--- config.mk ---
export PLATFORM = sky130hd
export DESIGN_NAME = fetch_pc_gen
export DESIGN_NICKNAME = d
export VERILOG_FILES = /design/src/rtl/fetch_pc_gen.sv
export SDC_FILE = /design/constraint.sdc
export NUM_CORES = 1
export LEC_CHECK = 0
export ABC_AREA = 1
export BUFFER_PORTS_ARGS = -buffer_cell sky130_fd_sc_hd__buf_2
export CORE_MARGIN = 10
export CORE_UTILIZATION = 49
export DETAILED_ROUTE_END_ITERATION = 7
export GPL_ROUTABILITY_DRIVEN = 0
export GPL_TIMING_DRIVEN = 0
export PLACE_DENSITY = 0.91
export SYNTH_ARGS = -nofsm -noshare
export SYNTH_HDL_FRONTEND = slang
export SYNTH_SLANG_ARGS = --single-unit
export TNS_END_PERCENT = 50
--- constraint.sdc ---
create_clock -name clk -period 1.8 [get_ports clk]
set_input_delay 0.27 -clock clk [delete_from_list [all_inputs] [get_ports clk]]
set_output_delay 0.27 -clock clk [all_outputs]
set_load 0.01 [all_outputs]
--- src/rtl/fetch_pc_gen.sv ---
`default_nettype none
// +--------------------------------------------------------------------------+
// | fetch_pc_gen : fetch-side PC sequencer, one-deep instruction buffer.      |
// | Revision     : 1.0                                                        |
// +--------------------------------------------------------------------------+
module fetch_pc_gen #(
  parameter int unsigned       ADDR_W   = 15,
  parameter int unsigned       DATA_W   = 16,
  parameter int unsigned       INC      = 1,
  parameter logic [ADDR_W-1:0] RESET_PC = '0
) (
  input  logic              clk,
  input  logic              rst,
  input  logic              stall,
  input  logic              branch_taken,
  input  logic [ADDR_W-1:0] branch_target,
  input  logic              jump,
  input  logic [ADDR_W-1:0] jump_target,
  output logic              imem_req_valid,
  input  logic              imem_req_ready,
  output logic [ADDR_W-1:0] imem_addr,
  input  logic              imem_rsp_valid,
  input  logic [DATA_W-1:0] imem_rsp_data,
  output logic              inst_valid,
  output logic [DATA_W-1:0] inst_out,
  output logic [ADDR_W-1:0] inst_pc,
  input  logic              inst_ready,
  output logic [ADDR_W-1:0] pcaddinp,
  output logic              PCWrite
);

  typedef enum logic [1:0] {
    S_IDLE = 2'd0,
    S_REQ  = 2'd1,
    S_WAIT = 2'd2,
    S_HOLD = 2'd3
  } state_t;

  localparam logic [ADDR_W-1:0] INC_A = ADDR_W'(INC);

  state_t            state_q, state_d;
  logic [ADDR_W-1:0] pc_q, pc_d;
  logic [ADDR_W-1:0] inst_pc_q, inst_pc_d;
  logic [ADDR_W-1:0] pcaddinp_q, pcaddinp_d;
  logic [DATA_W-1:0] inst_out_q, inst_out_d;
  logic              drop_q, drop_d;
  logic              inst_valid_q, inst_valid_d;
  logic              pcwrite_q, pcwrite_d;

  logic              redirect;
  logic [ADDR_W-1:0] tgt;
  logic              fire;
  logic              take;
  logic              pc_load;

  assign redirect       = jump | branch_taken;
  assign tgt            = jump ? jump_target : branch_target;
  assign imem_req_valid = (state_q == S_REQ) & ~stall;
  assign fire           = imem_req_valid & imem_req_ready;
  assign take           = inst_valid_q & inst_ready & ~stall;

  always_comb begin
    state_d      = state_q;
    pc_d         = pc_q;
    drop_d       = drop_q;
    inst_valid_d = inst_valid_q;
    inst_out_d   = inst_out_q;
    inst_pc_d    = inst_pc_q;
    pc_load      = 1'b0;

    case (state_q)
      S_IDLE: begin
        state_d = S_REQ;
        if (redirect) begin
          pc_d    = tgt;
          pc_load = 1'b1;
        end
      end
      S_REQ: begin
        if (redirect) begin
          pc_d    = tgt;
          pc_load = 1'b1;
        end
        if (fire) begin
          state_d = S_WAIT;
          drop_d  = redirect;
        end
      end
      S_WAIT: begin
        if (imem_rsp_valid) begin
          // A redirect or a pending drop both discard this response.
          if (redirect) begin
            pc_d    = tgt;
            pc_load = 1'b1;
            drop_d  = 1'b0;
            state_d = S_REQ;
          end else if (drop_q) begin
            drop_d  = 1'b0;
            state_d = S_REQ;
          end else begin
            inst_out_d   = imem_rsp_data;
            inst_pc_d    = pc_q;
            inst_valid_d = 1'b1;
            pc_d         = pc_q + INC_A;
            pc_load      = 1'b1;
            state_d      = S_HOLD;
          end
        end else if (redirect) begin
          pc_d    = tgt;
          pc_load = 1'b1;
          drop_d  = 1'b1;
        end
      end
      S_HOLD: begin
        if (redirect) begin
          inst_valid_d = 1'b0;
          pc_d         = tgt;
          pc_load      = 1'b1;
          state_d      = S_REQ;
        end else if (take) begin
          inst_valid_d = 1'b0;
          state_d      = S_REQ;
        end
      end
      default: state_d = S_IDLE;
    endcase

    pcwrite_d  = pc_load;
    pcaddinp_d = pc_load ? pc_d : pcaddinp_q;
  end

  always_ff @(posedge clk) begin
    if (rst) begin
      state_q      <= S_IDLE;
      pc_q         <= RESET_PC;
      drop_q       <= 1'b0;
      inst_valid_q <= 1'b0;
      inst_out_q   <= '0;
      inst_pc_q    <= '0;
      pcaddinp_q   <= RESET_PC;
      pcwrite_q    <= 1'b0;
    end else begin
      state_q      <= state_d;
      pc_q         <= pc_d;
      drop_q       <= drop_d;
      inst_valid_q <= inst_valid_d;
      inst_out_q   <= inst_out_d;
      inst_pc_q    <= inst_pc_d;
      pcaddinp_q   <= pcaddinp_d;
      pcwrite_q    <= pcwrite_d;
    end
  end

  assign imem_addr  = pc_q;
  assign inst_valid = inst_valid_q;
  assign inst_out   = inst_out_q;
  assign inst_pc    = inst_pc_q;
  assign pcaddinp   = pcaddinp_q;
  assign PCWrite    = pcwrite_q;

endmodule
`default_nettype wire

==> flow_metrics.env, run 1 <==
export IMPL_reg2reg_slack_ns=0.14
export IMPL_synth_cell_types=34
export IMPL_grt_start_max_net_pins=12
export IMPL_cp_end_kind="flip-flop"
export IMPL_ys_seq_elements=66
export IMPL_cts_tree="yes"
export IMPL_drtPass1Iterations=5
export IMPL_maxCapViolCount=0
export IMPL_r2r_cells=11
export IMPL_drc_errors=0
export IMPL_worstSkewPairLatency_ns=0.35
export IMPL_grt_use_total_pct=19.38
export IMPL_n_antenna_cell=0
export IMPL_synth_area_leaders="dfxtp_1, nor2_1, o21ai_0"
export IMPL_final_hold_violation_count=0
export IMPL_initial_core_util_pct=50.04
export IMPL_min_period_ns=1.659
export IMPL_fin_skew_ns=0.01001
export IMPL_outcome="completed"
export IMPL_synth_top_family_by_area="simple AND/OR/NAND/NOR gates"
export IMPL_cts_root_buffer="clkbuf_8"
export IMPL_globalRouteOverflowTotal=0
export IMPL_ant_nets=0
export IMPL_die_h_um=100.3
export IMPL_antenna_found_initial=0
export IMPL_final_common_cell="buf_2"
export IMPL_critPathArrivalTime_ns=1.91
export IMPL_cts_sinks=66
export IMPL_clkPwrFrac_pct=37.2
export IMPL_whs_ns=0.1769
export IMPL_die_area_um2=10060
export IMPL_final_cell_mix="buf_2, nor2_1, dfxtp_1"
export IMPL_rsz0062_at_grt="yes"
export IMPL_num_vias=3357
export IMPL_syn_num_nets=493
export IMPL_relSlewSlack_pct=65.51
export IMPL_p_comb_share_pct=18.1
export IMPL_synth_xor_area_share_pct=0
export IMPL_cp_start_kind="flip-flop"
export IMPL_post_synth_top_area_fraction_pct=41.82
export IMPL_final_nets=619
export IMPL_setup_viol=0
export IMPL_die_w_um=100.3
export IMPL_crit_required_ns=2.05
export IMPL_crit_end="pcaddinp[9]"
export IMPL_seq_power_share_pct=44.7
export IMPL_hold_path_class="in2reg"
export IMPL_viasPerCell=5.229
export IMPL_switchingPower_mw=1.062
export IMPL_first_global_vias=3405
export IMPL_vdd_ir_drop_max_uv=640.0
export IMPL_slew_viol_final=0
export IMPL_fin_crit_sh_pct=92.14
export IMPL_wl_um=9918
export IMPL_drtIter0Drc=248
export IMPL_p_int_mw=2.631
export IMPL_fp_row_count=29
export IMPL_switching_share_pct=28.76
export IMPL_cts_hold_buf=0
export IMPL_synth_area_um2=3159
export IMPL_fmax_mhz=602.9
export IMPL_timing_rr_end="pcaddinp[9]"
export IMPL_cts_path_max_buffers=2
export IMPL_synth_fa_ha_area_share_pct=1.584
export IMPL_io_buffers=115
export IMPL_io_pins=118
export IMPL_drive_above_1_share_pct=29.20
export IMPL_syn2layout_area_growth_pct=28.24
export IMPL_synth_compound_area_share_pct=17.03
export IMPL_setup_ws_ns=0.1414
export IMPL_preCtsSetupSlack_ns=0.06453
export IMPL_reg2reg_from="state_q[0]"
export IMPL_crit_start="state_q[0]"
export IMPL_clk_pin_slew_ns=0.07
export IMPL_htree_levels=3
export IMPL_netlist_instances=435
export IMPL_yosysSeqAreaShare_pct=41.82
export IMPL_grt_pass1_wl_um=15910
export IMPL_crit_fanout=7
export IMPL_dp_hpwl_um=7755
export IMPL_wl_per_cell_um=15.45
export IMPL_p_leak_nw=2.139
export IMPL_synthMuxAreaShare_pct=0
export IMPL_worst_pin_slew_ns=0.5173
export IMPL_yosys_area_share_simple_pct=28.51
export IMPL_syn_avg_cell_area_um2=7.263
export IMPL_yosys_warnings=0
export IMPL_cts_inserted_buffers=9
export IMPL_core_um2=6314
export IMPL_p_per_area_nw_per_um2=911.7
export IMPL_yosys_area_top_type="dfxtp_1"
export IMPL_path_class="reg2reg"
## synth_stat cells
master / number
nor2_8: 4
nor3_1: 3
buf_2: 4
or2_1: 1
a21o_2: 1
or2_0: 1
ha_1: 4
buf_6: 3
inv_4: 1
nor2_4: 1
or2_2: 1
o21ai_2: 1
clkbuf_8: 2
o211ai_2: 1
nand3b_1: 1
nand2_4: 3
inv_6: 1
inv_1: 54
and2_1: 1
a21oi_2: 2
o21ai_0: 53
nand3_2: 5
dfxtp_1: 66
nor2_1: 73
clkbuf_1: 8
o21bai_1: 1
nand4_1: 4
clkinv_2: 1
a21oi_1: 34
nand2_1: 53
a211oi_1: 1
o21ai_1: 8
buf_4: 2
nand3_1: 36
## power groups by stage
| stage | logic, mW | registers, mW | clock network (mW) |
|---|---|---|---|
| after floorplan | 0.370 | 1.71 | 0 |
| after global placement | 0.636 | 1.67 | 0 |
| after detailed placement | 0.662 | 1.68 | 0 |
| after CTS | 0.670 | 1.65 | 1.38 |
| after global routing | 0.750 | 1.66 | 1.43 |
| final | 0.670 | 1.65 | 1.37 |
## worst min path at each step
| stage | start | endpoint | slack, ns | cells after the start |
|---|---|---|---|---|
| global placement | inst_out[5] | inst_out[5] | 0.46 | 2 |
| global route | imem_rsp_data[14] | inst_out[14] | 0.19 | 3 |
| floorplan | imem_rsp_data[0] | inst_out[0] | 0.43 | 2 |
| CTS | imem_rsp_data[6] | inst_out[6] | 0.17 | 3 |
| detailed placement | inst_out[6] | inst_out[6] | 0.47 | 2 |
| finish | imem_rsp_data[14] | inst_out[14] | 0.18 | 3 |
## critical path: stages (launching register included)
cell	delay (ns)
dfxtp_2	0.34
inv_1	0.05
ha_1	0.24
nand2_4	0.12
nor2_8	0.20
nand2_4	0.10
nor2_8	0.13
nand3_1	0.10
nand3_2	0.10
nand3_1	0.08
nand2_1	0.07
inv_1	0.03
## sequential cells by signal, indices dropped and copies added (netlist names)
register,count
PCWrite,1
drop_q,1
imem_addr,15
inst_out,16
inst_pc,15
inst_valid,1
pcaddinp,15
state_q,2
## metal layers
layer	part of all wire, %	routed length (µm)	global-route usage, %	vias up
li1	-	-	-	1664
met1	40	4005	21.72	1496
met2	47	4644	31.95	173
met3	10	1011	6.456	24
met4	2.6	257	10.11	0
met5	0	0	0	-
## kinds of logic after synthesis
kind of cell / after synthesis
AO/OA/AOI/OAI: 102
adder cells (fa/ha/maj): 4
buffers and inverters: 76
flip-flops: 66
AND/OR/NAND/NOR: 187
## metrics by stage
stage	TNS, ns	util, %	std cells	power [mW]	instance area, µm²
after floorplan	0	-	435	2.077	3159
after global placement	0	60.68	627	2.308	3831
after detailed placement	0	60.68	627	2.340	3831
after CTS	0	64.11	642	3.700	4048
after global routing	-0.005109	64.17	642	3.840	4051
final	0	64.17	642	3.694	4051
## what timing repair did
item | in CTS | in global routing
setup buffers | 0 | 0
endpoints found under the setup margin | 0 | 19
gates resized for setup | 0 | 5
## area by class of cell
type	instances	area, µm²
Fill cell	563	2262
Multi-Input combinational cell	293	1489
Sequential cell	66	1323
Timing Repair Buffer	115	575.6
Inverter	57	224.0
Clock buffer	10	137.6
Buffer	19	127.6
Tap cell	77	96.34
Clock inverter	5	78.83
Power figures use the tool's default switching activity.
==> run 2, diff against run 1 <==
- ABC_AREA: 1 -> not set
- CORE_UTILIZATION: 49 -> 48
==> run 2 against run 1 <==
Effect of this change:
- the run now ends with setup timing left
- clock power is 9% lower
- flip-flop and latch count unchanged
- global-route usage is 0.40 points lower
- clock-buffer cell count grew 2
- first-iteration DRC count up 2.8%
- critical path depth is 3 lower
- cell count down 13%
- die area is 6.7% lower
- design area down 5.1%
- largest power group unchanged
==> flow_metrics.env, run 2 <==
export IMPL_critPathArrivalTime_ns=2.04
export IMPL_min_period_ns=1.840
export IMPL_synthArstFlopShare_pct=0
export IMPL_grt_start_max_net_pins=12
export IMPL_fin_skew_ns=0.007661
export IMPL_syn_num_nets=408
export IMPL_fmax_mhz=543.5
export IMPL_final_cell_mix="buf_2, nand2_1, dfxtp_1"
export IMPL_preCtsSetupSlack_ns=-0.4177
export IMPL_grt_pass1_wl_um=14860
export IMPL_cts_sinks=66
export IMPL_crit_buf_inv=2
export IMPL_maxCapViolCount=0
export IMPL_crit_fanout=5
export IMPL_synth_cell_types=46
export IMPL_ys_flop_type="dfxtp_1"
export IMPL_grt_use_total_pct=18.99
export IMPL_htree_levels=3
export IMPL_drtPass1Iterations=7
export IMPL_ys_seq_elements=66
export IMPL_path_cells="inv_2 -> ha_4 -> and4b_2 -> buf_4 -> nand3_2 -> o211a_1 -> nor3_2 -> a211oi_1"
export IMPL_wl_um=9615
export IMPL_initial_core_util_pct=50.60
export IMPL_synth_most_common_cell="nand2_1"
export IMPL_relSlewSlack_pct=59.60
export IMPL_wl_per_cell_um=17.17
export IMPL_drive_above_1_share_pct=35.45
export IMPL_die_area_um2=9388
export IMPL_setup_viol=2
export IMPL_setup_ws_ns=-0.03999
export IMPL_io_pins=118
export IMPL_cts_path_max_buffers=2
export IMPL_final_common_cell="buf_2"
export IMPL_worstSkewPairLatency_ns=0.34
export IMPL_first_global_vias=2996
export IMPL_yosys_warnings=0
export IMPL_drc_errors=0
export IMPL_largest_register_ffs=16
export IMPL_final_nets=541
export IMPL_path_class="reg2reg"
export IMPL_drtIter0Drc=255
export IMPL_cts_tree="yes"
export IMPL_slew_viol_final=0
export IMPL_yosysSeqAreaShare_pct=46.56
export IMPL_n_antenna_cell=0
export IMPL_final_hold_violation_count=0
export IMPL_cts_inserted_buffers=9
export IMPL_rsz0062_at_grt="yes"
export IMPL_outcome="finished, violations left"
export IMPL_ant_nets=0
export IMPL_failed_checks="setup timing"
export IMPL_synth_common_cells="nand2_1, dfxtp_1, a21oi_1, nor2_1, clkbuf_1"
export IMPL_synth_area_leaders="dfxtp_1, nand2_1, a21oi_1"
export IMPL_synth_area_um2=2838
export IMPL_viasPerCell=5.575
export IMPL_dp_hpwl_um=7135
export IMPL_post_synth_top_area_fraction_pct=46.56
export IMPL_cp_end_kind="flip-flop"
export IMPL_crit_required_ns=2.00
export IMPL_clk_pin_slew_ns=0.07
export IMPL_netlist_instances=350
export IMPL_cp_start_kind="flip-flop"
export IMPL_syn_avg_cell_area_um2=8.108
export IMPL_antenna_found_initial=0
export IMPL_io_buffers=116
export IMPL_vdd_ir_drop_max_uv=605.0
export IMPL_hold_path_class="in2reg"
export IMPL_fillCellCount=468
export IMPL_globalRouteOverflowTotal=0
export IMPL_tns_ns=-0.04320
export IMPL_synth_edff_count=0
export IMPL_p_per_area_nw_per_um2=852.4
export IMPL_crit_slowest_cell="dfxtp_2"
export IMPL_worst_pin_slew_ns=0.6059
export IMPL_critPathTopFamily="simple AND/OR/NAND/NOR gates"
export IMPL_core_um2=5608
export IMPL_cp_slowest_stage_delay_ns=0.34
export IMPL_die_w_um=96.89
export IMPL_cts_root_buffer="clkbuf_8"
export IMPL_die_h_um=96.89
export IMPL_fp_row_count=27
export IMPL_syn2layout_area_growth_pct=35.54
export IMPL_num_vias=3122
export IMPL_fin_crit_sh_pct=102.2
export IMPL_yosys_area_top_type="dfxtp_1"
export IMPL_p_leak_nw=1.681
## run 2: what timing repair did
action                                  in CTS  in global routing
buffers inserted                             2                  4
gates resized for setup                     15                 16
hold buffers                                 0                  0
pin swaps                                    3                  5
endpoints found under the setup margin      40                 43
## run 2: cell families after synthesis
family / after synthesis / share of synthesized area, %
xor+xnor: 12 / 3.704
flops: 66 / 46.56
compound gates: 94 / 20.94
buf+inv: 29 / 4.145
fa+ha+maj: 4 / 1.764
simple gates: 145 / 22.88
## run 2: per-stage QoR
step           total power, mW  hold WS, ns  cells  util [%]  instance area (µm²)
2_1_floorplan            1.843       0.4060    350         -                 2851
3_3_place_gp             2.023       0.4387    538     62.81                 3522
3_5_place_dp             2.036       0.4442    538     62.81                 3522
4_1_cts                  3.260       0.1511    556     67.07                 3761
5_1_grt                  3.407       0.1529    560     68.59                 3846
6_report                 3.278       0.1576    560     68.59                 3846
## run 2: report_power, final
group / total, mW / internal, mW / leakage (nW) / switching [mW]
logic: 0.437 / 0.193 / 1.04 / 0.245
clock network: 1.25 / 0.679 / 0.0966 / 0.567
registers: 1.59 / 1.53 / 0.541 / 0.0693
## run 2: path summary, 6_finish.rpt
| kind | from | endpoint | slack [ns] | depth (start not counted) |
|---|---|---|---|---|
| setup / recovery | state_q[0] | pcaddinp[11] | -0.04 | 8 |
| hold / removal | imem_rsp_data[6] | inst_out[6] | 0.16 | 3 |
| setup reg to reg | state_q[0] | pcaddinp[11] | -0.04 | 8 |
| hold reg to reg | inst_pc[9] | inst_pc[9] | 0.45 | 2 |
## run 2: per-layer routing
metal	GRT usage (%)	up-vias	wire length, µm
met5	0	-	0
met4	7.892	0	328
met3	7.523	40	959
met2	30.21	177	4496
met1	22.12	1414	3831
li1	-	1491	-
## run 2: area by class of cell
cell class,instances,area (µm²),area share [%]
sequential,66,1324,34.42
timing repair buffer,122,625.6,16.27
clock inverter,4,51.30,1.334
clock buffer,12,145.1,3.774
buffer,21,102.6,2.668
multi-input combinational,255,1478,38.42
inverter,8,30.03,0.7807
tap,72,90.09,2.342
## run 2: worst reg2reg max path, delay by kind of cell, from the launching register on
family	cells	cell delay [ns]
AOI/OAI and AO/OA	2	0.35
adders and majority gates	1	0.15
buffers and inverters	2	0.20
and+or+nand+nor	3	0.67
DFF	1	0.34
==> run 3, diff against run 2 <==
- CELL_PAD_IN_SITES_DETAIL_PLACEMENT: not set -> 1
- CELL_PAD_IN_SITES_GLOBAL_PLACEMENT: not set -> 1
- CORE_UTILIZATION: 48 -> 34
- SKIP_LAST_GASP: not set -> 1
==> run 3 against run 2 <==
Effect of this change:
- the flow still finishes with violations (setup timing)
- total power is 5.6% higher
- register-to-register slack worse by 0.04 ns
- design area is 3.5% higher
- largest cell class unchanged
==> flow_metrics.env, run 3 (synthesis results as in run 2) <==
export IMPL_first_global_vias=3268
export IMPL_setup_viol=6
export IMPL_ant_nets=0
export IMPL_fmax_mhz=532.0
export IMPL_r2r_cells=8
export IMPL_fillCellCount=1061
export IMPL_fin_skew_ns=0.005957
export IMPL_final_seq_area_um2=1328
export IMPL_syn2layout_area_growth_pct=40.26
export IMPL_crit_start="state_q[0]"
export IMPL_cts_hold_buf=0
export IMPL_grt_pass1_wl_um=17500
export IMPL_cts_inserted_buffers=9
export IMPL_timing_rr_end="pcaddinp[11]"
export IMPL_fp_row_count=33
export IMPL_drive_above_1_share_pct=36.71
export IMPL_worstSkewPairLatency_ns=0.35
export IMPL_dp_hpwl_um=8393
export IMPL_final_nets=546
export IMPL_reg2reg_from="state_q[0]"
export IMPL_final_hold_violation_count=0
export IMPL_p_per_area_nw_per_um2=869.6
export IMPL_wl_um=11560
export IMPL_worst_pin_slew_ns=0.7404
export IMPL_final_cell_mix="buf_2, nand2_1, dfxtp_1"
export IMPL_cts_sinks=66
export IMPL_core_um2=8175
export IMPL_critPathArrivalTime_ns=2.10
export IMPL_tns_ns=-0.2793
export IMPL_setup_ws_ns=-0.07974
export IMPL_cts_path_max_buffers=2
export IMPL_rsz0062_at_grt="yes"
export IMPL_final_common_cell="buf_2"
export IMPL_io_buffers=116
export IMPL_viasPerCell=5.308
export IMPL_path_class="reg2reg"
export IMPL_globalRouteOverflowTotal=0
export IMPL_failed_checks="setup timing"
export IMPL_htree_levels=3
export IMPL_p_leak_nw=1.735
export IMPL_die_h_um=111.4
export IMPL_initial_core_util_pct=34.71
export IMPL_clk_pin_slew_ns=0.07
export IMPL_fin_crit_sh_pct=104.4
export IMPL_multi_input_area_um2=1490
export IMPL_die_w_um=111.4
export IMPL_cp_end_kind="flip-flop"
export IMPL_drc_errors=0
export IMPL_grt_start_max_net_pins=12
export IMPL_maxCapViolCount=0
export IMPL_io_pins=118
export IMPL_cts_root_buffer="clkbuf_8"
export IMPL_reg2reg_slack_ns=-0.08
export IMPL_n_antenna_cell=0
export IMPL_crit_required_ns=2.02
export IMPL_finalPower_mw=3.461
export IMPL_crit_fanout=6
export IMPL_largest_register_ffs=16
export IMPL_relSlewSlack_pct=50.64
export IMPL_vdd_ir_drop_max_uv=317.5
export IMPL_min_delay_start="imem_rsp_data[13]"
export IMPL_cts_tree="yes"
export IMPL_hold_path_end="inst_out[13]"
export IMPL_worstHoldPathCells=3
export IMPL_die_area_um2=12400
export IMPL_wl_per_cell_um=19.32
export IMPL_outcome="finished, violations left"
export IMPL_cp_start_kind="flip-flop"
export IMPL_num_vias=3174
export IMPL_drtPass1Iterations=4
export IMPL_slew_viol_final=0
export IMPL_drtIter0Drc=190
export IMPL_hold_path_class="in2reg"
export IMPL_antenna_found_initial=0
export IMPL_min_period_ns=1.880
export IMPL_grt_use_total_pct=17.12
[run 3: stage by stage]
step	instances	worst slack (ns)	hold WS [ns]	utilization, %	area (µm²)
after floorplan	350	0.04303	0.4060	-	2851
after global placement	571	-0.3885	0.4386	43.59	3563
after detailed placement	571	-0.4703	0.4463	43.59	3563
after CTS	590	-0.07368	0.1523	46.83	3829
after global routing	598	-0.1515	0.1580	48.68	3980
final	598	-0.07974	0.1522	48.68	3980
[run 3: where the power goes]
group	total, mW	internal [mW]	switching (mW)
sequential	1.60	1.53	0.0741
combinational	0.457	0.196	0.261
clock	1.40	0.813	0.591
total	3.46	2.53	0.926
[run 3: worst max-delay path: stages (launching register included)]
cell	delay (ns)
dfxtp_4	0.36
inv_2	0.06
ha_4	0.15
and4b_2	0.34
buf_4	0.15
nand3_4	0.10
o211a_1	0.24
nor3_2	0.23
a211oi_1	0.11
[run 3: area by class of cell]
cell class | count | share of cell area (%)
Clock inverter | 5 | 1.949
Sequential cell | 66 | 33.35
Timing Repair Buffer | 128 | 16.94
Inverter | 8 | 0.7545
Buffer | 20 | 2.704
Tap cell | 105 | 3.301
Clock buffer | 11 | 3.552
Multi-Input combinational cell | 255 | 37.44
[run 3: per-layer routing]
layer | track usage, % | wire length (µm)
met4 | 5.398 | 231
met3 | 4.885 | 850
met2 | 28.84 | 5508
met5 | 0 | 0
met1 | 20.55 | 4963
[run 3: worst max path at each step]
stage	end	slack, ns	depth (start not counted)
5_1_grt	pcaddinp[5]	-0.15	7
3_5_place_dp	inst_pc[11]	-0.47	7
3_3_place_gp	inst_pc[12]	-0.39	7
4_1_cts	pcaddinp[11]	-0.07	7
6_report	pcaddinp[11]	-0.08	8
2_1_floorplan	pcaddinp[10]	0.04	7
[run 3: timing repair]
action,4_1_cts,5_1_grt
pin swaps,2,15
buffers inserted,3,9
setup endpoints to repair,42,52
resized for setup,13,25
